$ cat config.mk
export PLATFORM = sky130hd
export DESIGN_NAME = fdiv_arbiter
export DESIGN_NICKNAME = d
export VERILOG_FILES = /design/src/rtl/fdiv_arbiter_pkg.sv /design/src/rtl/fdiv_arbiter_rr_arb2.sv /design/src/rtl/fdiv_arbiter.sv
export SDC_FILE = /design/constraint.sdc
export NUM_CORES = 1
export LEC_CHECK = 0
export ABC_AREA = 1
export BUFFER_PORTS_ARGS = -buffer_cell sky130_fd_sc_hd__buf_2
export CAP_MARGIN = 20
export CORE_MARGIN = 2
export CORE_UTILIZATION = 44
export CTS_BUF_LIST = sky130_fd_sc_hd__clkbuf_4 sky130_fd_sc_hd__clkbuf_8
export DETAILED_ROUTE_END_ITERATION = 7
export PLACE_DENSITY = 0.86
export RECOVER_POWER = 25
export SYNTH_ARGS = -nofsm -noshare
export SYNTH_HDL_FRONTEND = slang
export SYNTH_HIERARCHICAL = 1
export SYNTH_SLANG_ARGS = --single-unit
$ cat constraint.sdc
create_clock -name clk -period 2.3 [get_ports clk]
set_input_delay 0.345 -clock clk [delete_from_list [all_inputs] [get_ports clk]]
set_output_delay 0.345 -clock clk [all_outputs]
set_load 0.02 [all_outputs]
$ cat src/rtl/fdiv_arbiter_pkg.sv
// Shared FPU constants and types for the divider front-end arbiter.
// Holds state encoding, sequence lengths and field widths.
package fdiv_arbiter_pkg;

    localparam int MANT_W = 24;
    localparam int Q_W    = 32;
    localparam int TAG_W  = 5;
    localparam int CNT_W  = 5;

    localparam logic [CNT_W-1:0] ITER_LEN  = 5'd16;
    localparam logic [CNT_W-1:0] DRAIN_LEN = 5'd2;

    typedef enum logic [2:0] {
        S_IDLE,
        S_ITER,
        S_DRAIN1,
        S_DRAIN2,
        S_DONE
    } state_t;

    typedef struct packed {
        logic              id;
        logic [MANT_W-1:0] a;
        logic [MANT_W-1:0] b;
        logic [TAG_W-1:0]  tag;
    } op_t;

endpackage

$ cat src/rtl/fdiv_arbiter_rr_arb2.sv
// Two-way round-robin selector; prio=1 favours requester 1.
// Purely combinational, the pointer lives in the top.
module rr_arb2 (
    input  logic req0,
    input  logic req1,
    input  logic prio,
    output logic gnt0,
    output logic gnt1
);

    always_comb begin
        gnt0 = req0 & (~req1 | ~prio);
        gnt1 = req1 & (~req0 | prio);
    end

endmodule

$ cat src/rtl/fdiv_arbiter.sv
// Two-requester front end for a fixed-latency mantissa divider.
// Grant -> 16 iteration cycles -> 2 drain cycles -> result strobe.
module fdiv_arbiter
    import fdiv_arbiter_pkg::*;
(
    input  logic              clk,
    input  logic              rst,
    input  logic              req0,
    input  logic [MANT_W-1:0] a0,
    input  logic [MANT_W-1:0] b0,
    input  logic [TAG_W-1:0]  tag0,
    input  logic              req1,
    input  logic [MANT_W-1:0] a1,
    input  logic [MANT_W-1:0] b1,
    input  logic [TAG_W-1:0]  tag1,
    output logic              gnt0,
    output logic              gnt1,
    output logic              stall0,
    output logic              stall1,
    output logic              div_fdiv,
    output logic [MANT_W-1:0] div_a,
    output logic [MANT_W-1:0] div_b,
    output logic              div_en,
    input  logic [Q_W-1:0]    div_q,
    input  logic              flush,
    output logic              res_valid,
    output logic              res_id,
    output logic [TAG_W-1:0]  res_tag,
    output logic [Q_W-1:0]    res_q,
    output logic              busy
);

    state_t           state_q;
    state_t           state_d;
    logic [CNT_W-1:0] cnt_q;
    op_t              op_q;
    logic             killed_q;
    logic             prio_q;
    logic             live_q;
    logic             open;
    logic             g0;
    logic             g1;
    logic             grant;
    logic             in_flight;

    // live_q keeps grants off until the first edge after reset release
    assign open = (state_q == S_IDLE || state_q == S_DONE)
                & live_q & ~flush;

    rr_arb2 u_rr (
        .req0 (req0 & open),
        .req1 (req1 & open),
        .prio (prio_q),
        .gnt0 (g0),
        .gnt1 (g1)
    );

    assign grant     = g0 | g1;
    assign in_flight = (state_q == S_ITER)
                     | (state_q == S_DRAIN1)
                     | (state_q == S_DRAIN2);

    always_comb begin
        gnt0      = g0;
        gnt1      = g1;
        stall0    = req0 & ~g0 & ~rst;
        stall1    = req1 & ~g1 & ~rst;
        div_fdiv  = grant;
        div_en    = (state_q == S_DRAIN1) | (state_q == S_DRAIN2);
        busy      = (state_q != S_IDLE);
        div_a     = (state_q == S_ITER) ? op_q.a : '0;
        div_b     = (state_q == S_ITER) ? op_q.b : '0;
        res_valid = (state_q == S_DONE) & ~killed_q & ~flush;
        res_q     = (state_q == S_DONE) ? div_q : '0;
        res_id    = op_q.id;
        res_tag   = op_q.tag;
    end

    always_comb begin
        state_d = state_q;
        unique case (state_q)
            S_IDLE:   if (grant) state_d = S_ITER;
            S_ITER:   if (cnt_q == ITER_LEN) state_d = S_DRAIN1;
            S_DRAIN1: state_d = S_DRAIN2;
            S_DRAIN2: if (cnt_q == ITER_LEN + DRAIN_LEN) state_d = S_DONE;
            S_DONE:   state_d = grant ? S_ITER : S_IDLE;
            default:  state_d = S_IDLE;
        endcase
    end

    always_ff @(posedge clk or posedge rst) begin
        if (rst) begin
            state_q  <= S_IDLE;
            cnt_q    <= '0;
            op_q     <= '0;
            killed_q <= 1'b0;
            prio_q   <= 1'b0;
            live_q   <= 1'b0;
        end else begin
            live_q  <= 1'b1;
            state_q <= state_d;
            if (grant) begin
                op_q.id  <= g1;
                op_q.a   <= g1 ? a1 : a0;
                op_q.b   <= g1 ? b1 : b0;
                op_q.tag <= g1 ? tag1 : tag0;
                cnt_q    <= 5'd1;
                killed_q <= 1'b0;
                prio_q   <= g0;
            end else begin
                // count runs 1..16 in ITER, then 17/18 through the drain
                if (state_q == S_ITER || state_q == S_DRAIN1)
                    cnt_q <= cnt_q + 5'd1;
                if (in_flight && flush)
                    killed_q <= 1'b1;
            end
        end
    end

endmodule

==> report_table.html, run 1 <==
<table>
<tr><th>Metric</th><th>Value</th></tr>
<tr><th colspan="2">Die</th></tr>
<tr><td>Die W</td><td>around 96 um</td></tr>
<tr><td>Initial standard-cell utilization of the core</td><td>0.4548</td></tr>
<tr><td>Core Region</td><td>8217 um2</td></tr>
<tr><td>Number of core rows</td><td>33</td></tr>
<tr><td>Die Outline Area</td><td>a little over 9000 um2</td></tr>
<tr><td>Vert. Die Dim</td><td>about 96 um</td></tr>
<tr><td>Boundary Pins</td><td>roughly 240</td></tr>
<tr><th colspan="2">Pwr</th></tr>
<tr><td>Clk network pwr share</td><td>0.473</td></tr>
<tr><td>Comb power frac</td><td>0.076</td></tr>
<tr><td>Sw Ratio</td><td>0.2116</td></tr>
<tr><td>Net switching power</td><td>0.0005362 W</td></tr>
<tr><td>Share of total power in sequential cells</td><td>0.451</td></tr>
<tr><td>Power density relative to cell area</td><td>483.5 nW/um2</td></tr>
<tr><td>VDD IR max</td><td>between 0.3 and 0.4 mV</td></tr>
<tr><td>Internal power</td><td>0.001998 W</td></tr>
<tr><td>Cell leakage power</td><td>3.502 nW</td></tr>
<tr><td>Total power after layout</td><td>~0.0025 W</td></tr>
<tr><th colspan="2">Place</th></tr>
<tr><td>Routability congestion estimate from global placement</td><td>0.8351</td></tr>
<tr><td>Number of buffer cells added on primary ports</td><td>roughly 240</td></tr>
<tr><td>HPWL after DPL</td><td>8.563 mm</td></tr>
<tr><th colspan="2">Detailed routing</th></tr>
<tr><td>Via count normalized by instance count</td><td>slightly below 5</td></tr>
<tr><td>Wire length per cell after detailed routing</td><td>13.36 um</td></tr>
<tr><td>Number of design-rule violations left by the first detailed-router iteration</td><td>182</td></tr>
<tr><td>Post-route antenna net violation count</td><td>0</td></tr>
<tr><td>Total detailed-routing wirelength</td><td>11.30 mm</td></tr>
<tr><td>Post-route DRC violation count</td><td>0</td></tr>
<tr><td>Vias</td><td>4147</td></tr>
<tr><td>First drt pass iteration count</td><td>5</td></tr>
<tr><th colspan="2">Synthesis</th></tr>
<tr><td>Synth area leaders</td><td>sky130_fd_sc_hd__dfrtp_1, sky130_fd_sc_hd__a22oi_1, sky130_fd_sc_hd__inv_1, sky130_fd_sc_hd__nor2_1, sky130_fd_sc_hd__a21oi_1</td></tr>
<tr><td>Syn Inst Count</td><td>about 510</td></tr>
<tr><td>Most numerous cell types in the synthesized netlist</td><td>sky130_fd_sc_hd__inv_1, sky130_fd_sc_hd__nor2_1, sky130_fd_sc_hd__nand2_1</td></tr>
<tr><td>Biggest area consumer among synthesized cells</td><td>sky130_fd_sc_hd__dfrtp_1</td></tr>
<tr><td>Warnings, synthesis</td><td>6</td></tr>
<tr><td>Mapped cell area</td><td>~3700 um2</td></tr>
<tr><td>Post-synthesis net count</td><td>between 600 and 700</td></tr>
<tr><td>Avg Inst Size Synth</td><td>between 7 and 8 um2</td></tr>
<tr><td>Primary flip-flop cell chosen by synthesis mapping</td><td>sky130_fd_sc_hd__dfrtp_1</td></tr>
<tr><td>Fraction of registers with async set/reset</td><td>1.000</td></tr>
<tr><td>Number of synthesized flops with an enable pin</td><td>0</td></tr>
<tr><td>Area share of the leading cell type in the synthesized netlist</td><td>0.4352</td></tr>
<tr><td>Most used standard cell by instance count after synthesis</td><td>sky130_fd_sc_hd__inv_1</td></tr>
<tr><td>Seq cells post-synth</td><td>65</td></tr>
<tr><td>Number of distinct library cell variants in the gate-level netlist after synthesis</td><td>23</td></tr>
<tr><td>Seq/Total Area, Yosys</td><td>0.4352</td></tr>
<tr><th colspan="2">Layout</th></tr>
<tr><td>Post-layout nets</td><td>~880</td></tr>
<tr><td>Area of all sequential standard cells</td><td>about 1600 um2</td></tr>
<tr><td>Area growth syn-to-layout</td><td>40.24%</td></tr>
<tr><td>Fraction of layout cells with a size suffix above 1</td><td>0.3792</td></tr>
<tr><td>Number of filler instances in the final layout</td><td>slightly above 700</td></tr>
<tr><td>Core Util, Final</td><td>0.6379</td></tr>
<tr><td>Total inserted antenna cells</td><td>0</td></tr>
<tr><td>Footprint of the multi-input gates</td><td>around 1600 um2</td></tr>
<tr><th colspan="2">Timing</th></tr>
<tr><td>Shortest clock period the worst path allows after layout</td><td>~2.3 ns</td></tr>
<tr><td>Final worst clock skew</td><td>roughly 0.012 ns</td></tr>
<tr><td>Transition at the pin with the smallest max-transition slack</td><td>a little under 1 ns</td></tr>
<tr><td>RSZ-0062 raised after global routing</td><td>yes</td></tr>
<tr><td>Max-slew violations</td><td>0</td></tr>
<tr><td>Hold Fails Final Rpt</td><td>0</td></tr>
<tr><td>Highest Clock Rate</td><td>0.4444 GHz</td></tr>
<tr><td>Final setup viols</td><td>0</td></tr>
<tr><td>Worst max-slew margin expressed relative to the limit</td><td>0.3548</td></tr>
<tr><td>Final clock period utilization by the worst path</td><td>0.9784</td></tr>
<tr><th colspan="2">Worst setup path</th></tr>
<tr><td>Type of destination of the critical path</td><td>output port</td></tr>
<tr><td>CP startpoint kind</td><td>flop</td></tr>
<tr><td>Data arrival time of the critical path</td><td>approximately 1.9 ns</td></tr>
<tr><td>Max FO, Critical Path</td><td>22</td></tr>
<tr><td>Required time worst endpoint</td><td>around 2 ns</td></tr>
<tr><td>Critical setup path kind</td><td>reg -&gt; out</td></tr>
<tr><th colspan="2">Outcome</th></tr>
<tr><td>Run status</td><td>finished clean</td></tr>
<tr><th colspan="2">Clock tree</th></tr>
<tr><td>Clock slew at the register clock pins of the worst setup and hold paths</td><td>0.08 ns</td></tr>
<tr><td>TritonCTS clock tree</td><td>built</td></tr>
<tr><td>Hold-fix buffer count after cts</td><td>0</td></tr>
<tr><td>Worst skew pair latency</td><td>0.34 ns</td></tr>
<tr><td>Number of buffers created by CTS</td><td>9</td></tr>
<tr><td>Clock tree root driver cell</td><td>sky130_fd_sc_hd__clkbuf_8</td></tr>
<tr><td># clock sinks</td><td>65</td></tr>
<tr><td>Max H-tree Level</td><td>3</td></tr>
<tr><td>Maximum clock path buffer count</td><td>2</td></tr>
<tr><th colspan="2">GRT</th></tr>
<tr><td>GRT Resource Usage Total</td><td>0.2374</td></tr>
<tr><td>Pin count of the biggest net entering global routing</td><td>between 70 and 80</td></tr>
<tr><td>Overflow left after global routing</td><td>0</td></tr>
<tr><td>Initial antenna violation count</td><td>0</td></tr>
<tr><td>Vias in the first global route</td><td>roughly 3800</td></tr>
<tr><td>First-pass GRT wire length</td><td>around 17 mm</td></tr>
<tr><th colspan="2">Hold path</th></tr>
<tr><td>Type of the most critical hold path</td><td>in -&gt; async</td></tr>
<tr><th colspan="2">Job</th></tr>
<tr><td>Number of max-cap violations</td><td>0</td></tr>
</table>
final timing paths:
path | from | endpoint | slack [ns] | depth (start not counted)
worst max register to register | state_q[0] | cnt_q[4] | 0.27 | 10
max in group asynchronous | rst | state_q[0] | 0.54 | 3
worst min-delay path | rst | op_q[15] | 0.24 | 2
worst max-delay path | state_q[0] | gnt1 | 0.05 | 7
min in group clk | tag0[3] | res_tag[3] | 0.25 | 3
worst min register to register | res_id | res_id | 0.49 | 2
critical path, cell delays in order, from the launching register on:
cell                       delay (ns)
sky130_fd_sc_hd__dfrtp_2         0.44
sky130_fd_sc_hd__nor2_4          0.13
sky130_fd_sc_hd__nand3b_1        0.18
sky130_fd_sc_hd__nor2_4          0.19
sky130_fd_sc_hd__nand2_1         0.12
sky130_fd_sc_hd__nand2_4         0.13
sky130_fd_sc_hd__buf_6           0.20
sky130_fd_sc_hd__buf_2           0.19
cell families after synthesis:
family,Yosys count,share of synthesized area
DFF,65,0.4352
AOI/OAI and AO/OA,116,0.1875
buffers and inverters,134,0.1557
other,1,0.001003
xor gates and xnor gates,1,0.002344
and+or+nand+nor,193,0.2082
adders and majority gates,3,0.01004
registers in the layout, summed over array words and instances, names as in the netlist:
register,cells
live_q,1
killed_q,1
res_id,1
op_q,48
cnt_q,5
res_tag,5
prio_q,1
state_q,3
cells in the final DEF, fill, tap and decap left out, types with 2 or more instances in the layout:
cell	Yosys	layout
sky130_fd_sc_hd__buf_2	21	234
sky130_fd_sc_hd__bufinv_16	0	3
sky130_fd_sc_hd__nand3_1	6	6
sky130_fd_sc_hd__a22oi_1	48	48
sky130_fd_sc_hd__o21ai_0	7	7
sky130_fd_sc_hd__nand2_2	1	2
sky130_fd_sc_hd__nor2_4	2	4
sky130_fd_sc_hd__nor3b_1	2	2
sky130_fd_sc_hd__clkinvlp_4	0	2
sky130_fd_sc_hd__nand4_1	2	2
sky130_fd_sc_hd__dfrtp_1	65	63
sky130_fd_sc_hd__ha_1	3	3
sky130_fd_sc_hd__nor2_1	93	90
sky130_fd_sc_hd__nand2_1	81	79
sky130_fd_sc_hd__nor2_2	1	2
sky130_fd_sc_hd__dfrtp_2	0	2
sky130_fd_sc_hd__nor3_1	3	2
sky130_fd_sc_hd__clkbuf_8	0	10
sky130_fd_sc_hd__inv_2	3	3
sky130_fd_sc_hd__a21oi_1	61	60
sky130_fd_sc_hd__inv_1	95	94
sky130_fd_sc_hd__buf_4	14	10
per-layer routing:
layer,vias up,global-route usage,part of all wire
li1,2044,-,-
met1,1886,0.2914,0.41
met2,195,0.4091,0.49
met3,22,0.04855,0.087
met4,0,0.09048,0.014
met5,-,0,0
what timing repair did:
| item | CTS | global route |
|---|---|---|
| resized for setup | 3 | 13 |
| buffers inserted | 0 | 2 |
| pin swaps | 0 | 4 |
| gates cloned | 0 | 0 |
| setup endpoints to repair | 2 | 3 |
power by group through the flow:
| stage | clock, W | sequential [W] | combinational (W) |
|---|---|---|---|
| 2_1_floorplan | 0 | 0.00117 | 0.0000525 |
| 5_1_grt | 0.00127 | 0.00114 | 0.000214 |
| 3_5_place_dp | 0 | 0.00117 | 0.000194 |
| 6_report | 0.00120 | 0.00114 | 0.000193 |
| 3_3_place_gp | 0 | 0.00117 | 0.000188 |
| 4_1_cts | 0.00123 | 0.00114 | 0.000195 |
layout make-up:
type                    instances  share of cell area
inverters                      98             0.07066
repair buffers                248              0.2454
clock buffers                  10             0.02626
flip-flops and latches         65              0.3108
well taps                     105             0.02507
clock inverters                 6             0.02172
multi-input cells             314              0.3001
metrics by stage:
step | hold WS [ns] | setup slack [ns] | area [um2] | TNS, ns | std cells
after global routing | 0.2390 | -0.04348 | 5241 | -0.07271 | 846
after detailed placement | 0.4447 | 0.2571 | 4938 | 0 | 828
after floorplan | 0.4636 | 0.02149 | 3737 | 0 | 513
final | 0.2384 | 0.04965 | 5241 | 0 | 846
after CTS | 0.06465 | 0.003596 | 5200 | 0 | 844
after global placement | 0.4314 | 0.3333 | 4938 | 0 | 828
No activity file was read; power rests on OpenSTA's default activity.
==> run 2, diff against run 1 <==
- PLACE_DENSITY: 0.86 -> 0.83
- SYNTH_HIERARCHICAL: 1 -> not set
==> run 2 against run 1 <==
Compared with the run above: the flow now finishes with violations (max-capacitance violations, max-slew violations); hold slack got worse by 0.014 ns; non-clock buffer count down 3; via count fell by 0.39%; total power shrank 13%; cell area is 2.8% lower; setup slack better by 0.030 ns.
==> report_table.html, run 2 <==
<table>
<tr><th>Metric</th><th>Value</th></tr>
<tr><th colspan="2">GRT</th></tr>
<tr><td>Overflow left after global routing</td><td>0</td></tr>
<tr><td>GRT Resource Usage Total</td><td>0.2455</td></tr>
<tr><td>Initial antenna violation count</td><td>0</td></tr>
<tr><td>Pin count of the biggest net entering global routing</td><td>66</td></tr>
<tr><td>First-pass GRT wire length</td><td>~17 mm</td></tr>
<tr><td>Vias in the first global route</td><td>slightly below 4000</td></tr>
<tr><th colspan="2">Layout</th></tr>
<tr><td>Flip-flop count of the largest register after layout</td><td>between 40 and 50</td></tr>
<tr><td>Most frequent cells in the layout</td><td>sky130_fd_sc_hd__buf_2, sky130_fd_sc_hd__nand2_1, sky130_fd_sc_hd__inv_1, sky130_fd_sc_hd__nor2_1, sky130_fd_sc_hd__dfrtp_1</td></tr>
<tr><td>Number of filler instances in the final layout</td><td>about 770</td></tr>
<tr><td>Area growth syn-to-layout</td><td>37.91%</td></tr>
<tr><td>Most frequent standard cell in the layout excluding fill and tap cells</td><td>sky130_fd_sc_hd__buf_2</td></tr>
<tr><td>Fraction of layout cells with a size suffix above 1</td><td>0.3452</td></tr>
<tr><td>Post-layout nets</td><td>just over 900</td></tr>
<tr><td>Total inserted antenna cells</td><td>0</td></tr>
<tr><td>Register containing the most flip-flops in the final layout</td><td>op_q</td></tr>
<tr><td>Post-layout instance area</td><td>5094 um2</td></tr>
<tr><th colspan="2">Synthesis</th></tr>
<tr><td>Synth area leaders</td><td>sky130_fd_sc_hd__dfrtp_1, sky130_fd_sc_hd__nand2_1, sky130_fd_sc_hd__inv_1, sky130_fd_sc_hd__nor2_1, sky130_fd_sc_hd__nand3_1</td></tr>
<tr><td>Post-synthesis net count</td><td>~700</td></tr>
<tr><td>Number of distinct library cell variants in the gate-level netlist after synthesis</td><td>23</td></tr>
<tr><td>Most numerous cell types in the synthesized netlist</td><td>sky130_fd_sc_hd__nand2_1, sky130_fd_sc_hd__inv_1, sky130_fd_sc_hd__nor2_1</td></tr>
<tr><td>Primary flip-flop cell chosen by synthesis mapping</td><td>sky130_fd_sc_hd__dfrtp_1</td></tr>
<tr><td>Most used standard cell by instance count after synthesis</td><td>sky130_fd_sc_hd__nand2_1</td></tr>
<tr><td>Seq cells post-synth</td><td>65</td></tr>
<tr><td>Seq/Total Area, Yosys</td><td>0.4404</td></tr>
<tr><td>Number of synthesized flops with an enable pin</td><td>0</td></tr>
<tr><td>Biggest area consumer among synthesized cells</td><td>sky130_fd_sc_hd__dfrtp_1</td></tr>
<tr><td>Warnings, synthesis</td><td>0</td></tr>
<tr><td>Fraction of registers with async set/reset</td><td>1.000</td></tr>
<tr><td>Avg Inst Size Synth</td><td>between 6 and 7 um2</td></tr>
<tr><td>Syn Inst Count</td><td>557</td></tr>
<tr><td>Area share of the leading cell type in the synthesized netlist</td><td>0.4404</td></tr>
<tr><td>Mapped cell area</td><td>3694 um2</td></tr>
<tr><th colspan="2">Worst setup path</th></tr>
<tr><td>CP startpoint kind</td><td>flop</td></tr>
<tr><td>Critical setup path kind</td><td>reg -&gt; out</td></tr>
<tr><td>Type of destination of the critical path</td><td>output port</td></tr>
<tr><td>Required time worst endpoint</td><td>just under 2 ns</td></tr>
<tr><td>Data arrival time of the critical path</td><td>1.88 ns</td></tr>
<tr><td>Max FO, Critical Path</td><td>26</td></tr>
<tr><th colspan="2">Pwr</th></tr>
<tr><td>Net switching power</td><td>between 0.0005 and 0.0006 W</td></tr>
<tr><td>Sw Ratio</td><td>0.2271</td></tr>
<tr><td>Cell leakage power</td><td>3.077 nW</td></tr>
<tr><td>Internal power</td><td>0.001704 W</td></tr>
<tr><td>Comb power frac</td><td>0.076</td></tr>
<tr><td>Power density relative to cell area</td><td>about 430 nW/um2</td></tr>
<tr><td>Share of total power in sequential cells</td><td>0.519</td></tr>
<tr><td>VDD IR max</td><td>0.2626 mV</td></tr>
<tr><td>Clk network pwr share</td><td>0.405</td></tr>
<tr><th colspan="2">Place</th></tr>
<tr><td>Routability congestion estimate from global placement</td><td>around 0.83</td></tr>
<tr><td>HPWL after DPL</td><td>between 8 and 9 mm</td></tr>
<tr><td>Placement-stage cell area</td><td>just under 5000 um2</td></tr>
<tr><td>Number of buffer cells added on primary ports</td><td>236</td></tr>
<tr><th colspan="2">Die</th></tr>
<tr><td>Number of core rows</td><td>33</td></tr>
<tr><td>Boundary Pins</td><td>237</td></tr>
<tr><td>Core Region</td><td>8175 um2</td></tr>
<tr><td>Initial standard-cell utilization of the core</td><td>0.4518</td></tr>
<tr><td>Vert. Die Dim</td><td>roughly 96 um</td></tr>
<tr><td>Die Outline Area</td><td>around 9100 um2</td></tr>
<tr><td>Die W</td><td>around 96 um</td></tr>
<tr><th colspan="2">Timing</th></tr>
<tr><td>Transition at the pin with the smallest max-transition slack</td><td>1.583 ns</td></tr>
<tr><td>Final worst clock skew</td><td>roughly 0.0061 ns</td></tr>
<tr><td>Final-layout setup total negative slack</td><td>0 ns</td></tr>
<tr><td>Shortest clock period the worst path allows after layout</td><td>2.221 ns</td></tr>
<tr><td>Final clock period utilization by the worst path</td><td>0.9656</td></tr>
<tr><td>Max-slew violations</td><td>between 60 and 70</td></tr>
<tr><td>WHS</td><td>~0.22 ns</td></tr>
<tr><td>Hold Fails Final Rpt</td><td>0</td></tr>
<tr><td>Worst max-slew margin expressed relative to the limit</td><td>-0.05504</td></tr>
<tr><td>Final setup viols</td><td>0</td></tr>
<tr><td>Highest Clock Rate</td><td>between 0.4 and 0.5 GHz</td></tr>
<tr><th colspan="2">Detailed routing</th></tr>
<tr><td>Wire length per cell after detailed routing</td><td>12.56 um</td></tr>
<tr><td>First drt pass iteration count</td><td>5</td></tr>
<tr><td>Post-route antenna net violation count</td><td>0</td></tr>
<tr><td>Vias</td><td>approximately 4100</td></tr>
<tr><td>Number of design-rule violations left by the first detailed-router iteration</td><td>approximately 160</td></tr>
<tr><td>Via count normalized by instance count</td><td>about 4.6</td></tr>
<tr><td>Total detailed-routing wirelength</td><td>~11 mm</td></tr>
<tr><td>Post-route DRC violation count</td><td>0</td></tr>
<tr><th colspan="2">Clock tree</th></tr>
<tr><td>Number of setup buffers added after CTS</td><td>0</td></tr>
<tr><td>Maximum clock path buffer count</td><td>2</td></tr>
<tr><td>Number of buffers created by CTS</td><td>9</td></tr>
<tr><td># clock sinks</td><td>between 60 and 70</td></tr>
<tr><td>Hold-fix buffer count after cts</td><td>0</td></tr>
<tr><td>Clock slew at the register clock pins of the worst setup and hold paths</td><td>around 0.070 ns</td></tr>
<tr><td>Post-CTS resize count</td><td>0</td></tr>
<tr><td>Worst skew pair latency</td><td>between 0.3 and 0.4 ns</td></tr>
<tr><td>TritonCTS clock tree</td><td>built</td></tr>
<tr><td>Max H-tree Level</td><td>3</td></tr>
<tr><td>Clock tree root driver cell</td><td>sky130_fd_sc_hd__clkbuf_8</td></tr>
<tr><th colspan="2">Hold path</th></tr>
<tr><td>Type of the most critical hold path</td><td>in -&gt; reg</td></tr>
<tr><th colspan="2">Outcome</th></tr>
<tr><td>Failing checks</td><td>max-capacitance violations, max-slew violations</td></tr>
<tr><td>Run status</td><td>complete, but fails checks</td></tr>
<tr><th colspan="2">Job</th></tr>
<tr><td>Number of max-cap violations</td><td>1</td></tr>
</table>
-- run 2: cell types whose count changed after synthesis, moves of 2 or more --
cell                       previous run  this run
sky130_fd_sc_hd__buf_2               21        15
sky130_fd_sc_hd__buf_4               14         6
sky130_fd_sc_hd__o21ai_0              7         1
sky130_fd_sc_hd__nand2_1             81       186
sky130_fd_sc_hd__a21oi_1             61         3
sky130_fd_sc_hd__a22oi_1             48         0
sky130_fd_sc_hd__inv_1               95        97
sky130_fd_sc_hd__clkbuf_1             1         5
sky130_fd_sc_hd__nand3_1              6        60
sky130_fd_sc_hd__buf_6                0         4
sky130_fd_sc_hd__nor2_4               2         0
sky130_fd_sc_hd__nor3b_1              2         0
-- run 2: kinds of logic (layout without fill, tap and decap cells) --
kind of cell / count (synthesis) / count (layout) / share of synthesized area
AO/OA/AOI/OAI: 7 / 7 / 0.01084
adder cells (fa/ha/maj): 3 / 3 / 0.01016
buffers and inverters: 130 / 361 / 0.1514
flip-flops: 65 / 65 / 0.4404
other: 1 / 1 / 0.001015
AND/OR/NAND/NOR: 351 / 351 / 0.3862
-- run 2: final cells by class --
type	count	area (um2)	share of cell area
well taps	105	131.4	0.02579
repair buffers	245	1257	0.2469
clock buffers	13	166.4	0.03267
clock inverters	3	15.01	0.002948
multi-input cells	362	1520	0.2985
flip-flops and latches	65	1627	0.3193
inverters	100	376.6	0.07394
-- run 2: per-stage QoR --
step | std cells | util | power (W) | setup slack (ns)
after floorplan | 557 | - | 0.001201 | 0.3932
after global placement | 877 | 0.6013 | 0.001332 | 0.5543
after detailed placement | 877 | 0.6013 | 0.001336 | 0.4568
after CTS | 893 | 0.6235 | 0.002227 | 0.06555
after global routing | 893 | 0.6230 | 0.002299 | -0.001960
final | 893 | 0.6230 | 0.002205 | 0.07920
-- run 2: final timing paths --
kind,from,to,slack [ns],depth (start not counted)
worst min-delay path,b0[22],op_q[27],0.22,3
worst max register to register,state_q[2],cnt_q[2],0.46,7
max in group asynchronous,rst,op_q[18],0.74,3
worst min register to register,res_id,res_id,0.48,2
worst max-delay path,state_q[2],div_b[13],0.08,5
min in group asynchronous,rst,live_q,0.61,3
-- run 2: power groups by stage --
stage	clock, W	sequential [W]	combinational (W)
detailed placement	0	0.00117	0.000170
CTS	0.000912	0.00114	0.000171
global route	0.000967	0.00114	0.000189
global placement	0	0.00117	0.000166
finish	0.000892	0.00114	0.000168
floorplan	0	0.00117	0.0000354
-- run 2: worst max-delay path: stages (launching register included) --
cell and delay (ns):
sky130_fd_sc_hd__dfrtp_1 0.46, sky130_fd_sc_hd__nor2_1 0.15, sky130_fd_sc_hd__nand2_2 0.32, sky130_fd_sc_hd__buf_12 0.29, sky130_fd_sc_hd__nor2_1 0.12, sky130_fd_sc_hd__buf_2 0.18
-- run 2: per-layer routing --
metal	vias up	routed length [um]	global-route usage
li1	2082	-	-
met2	163	5524	0.4132
met4	0	205	0.1012
met1	1867	4758	0.3122
met3	19	730	0.04190
met5	-	0	0
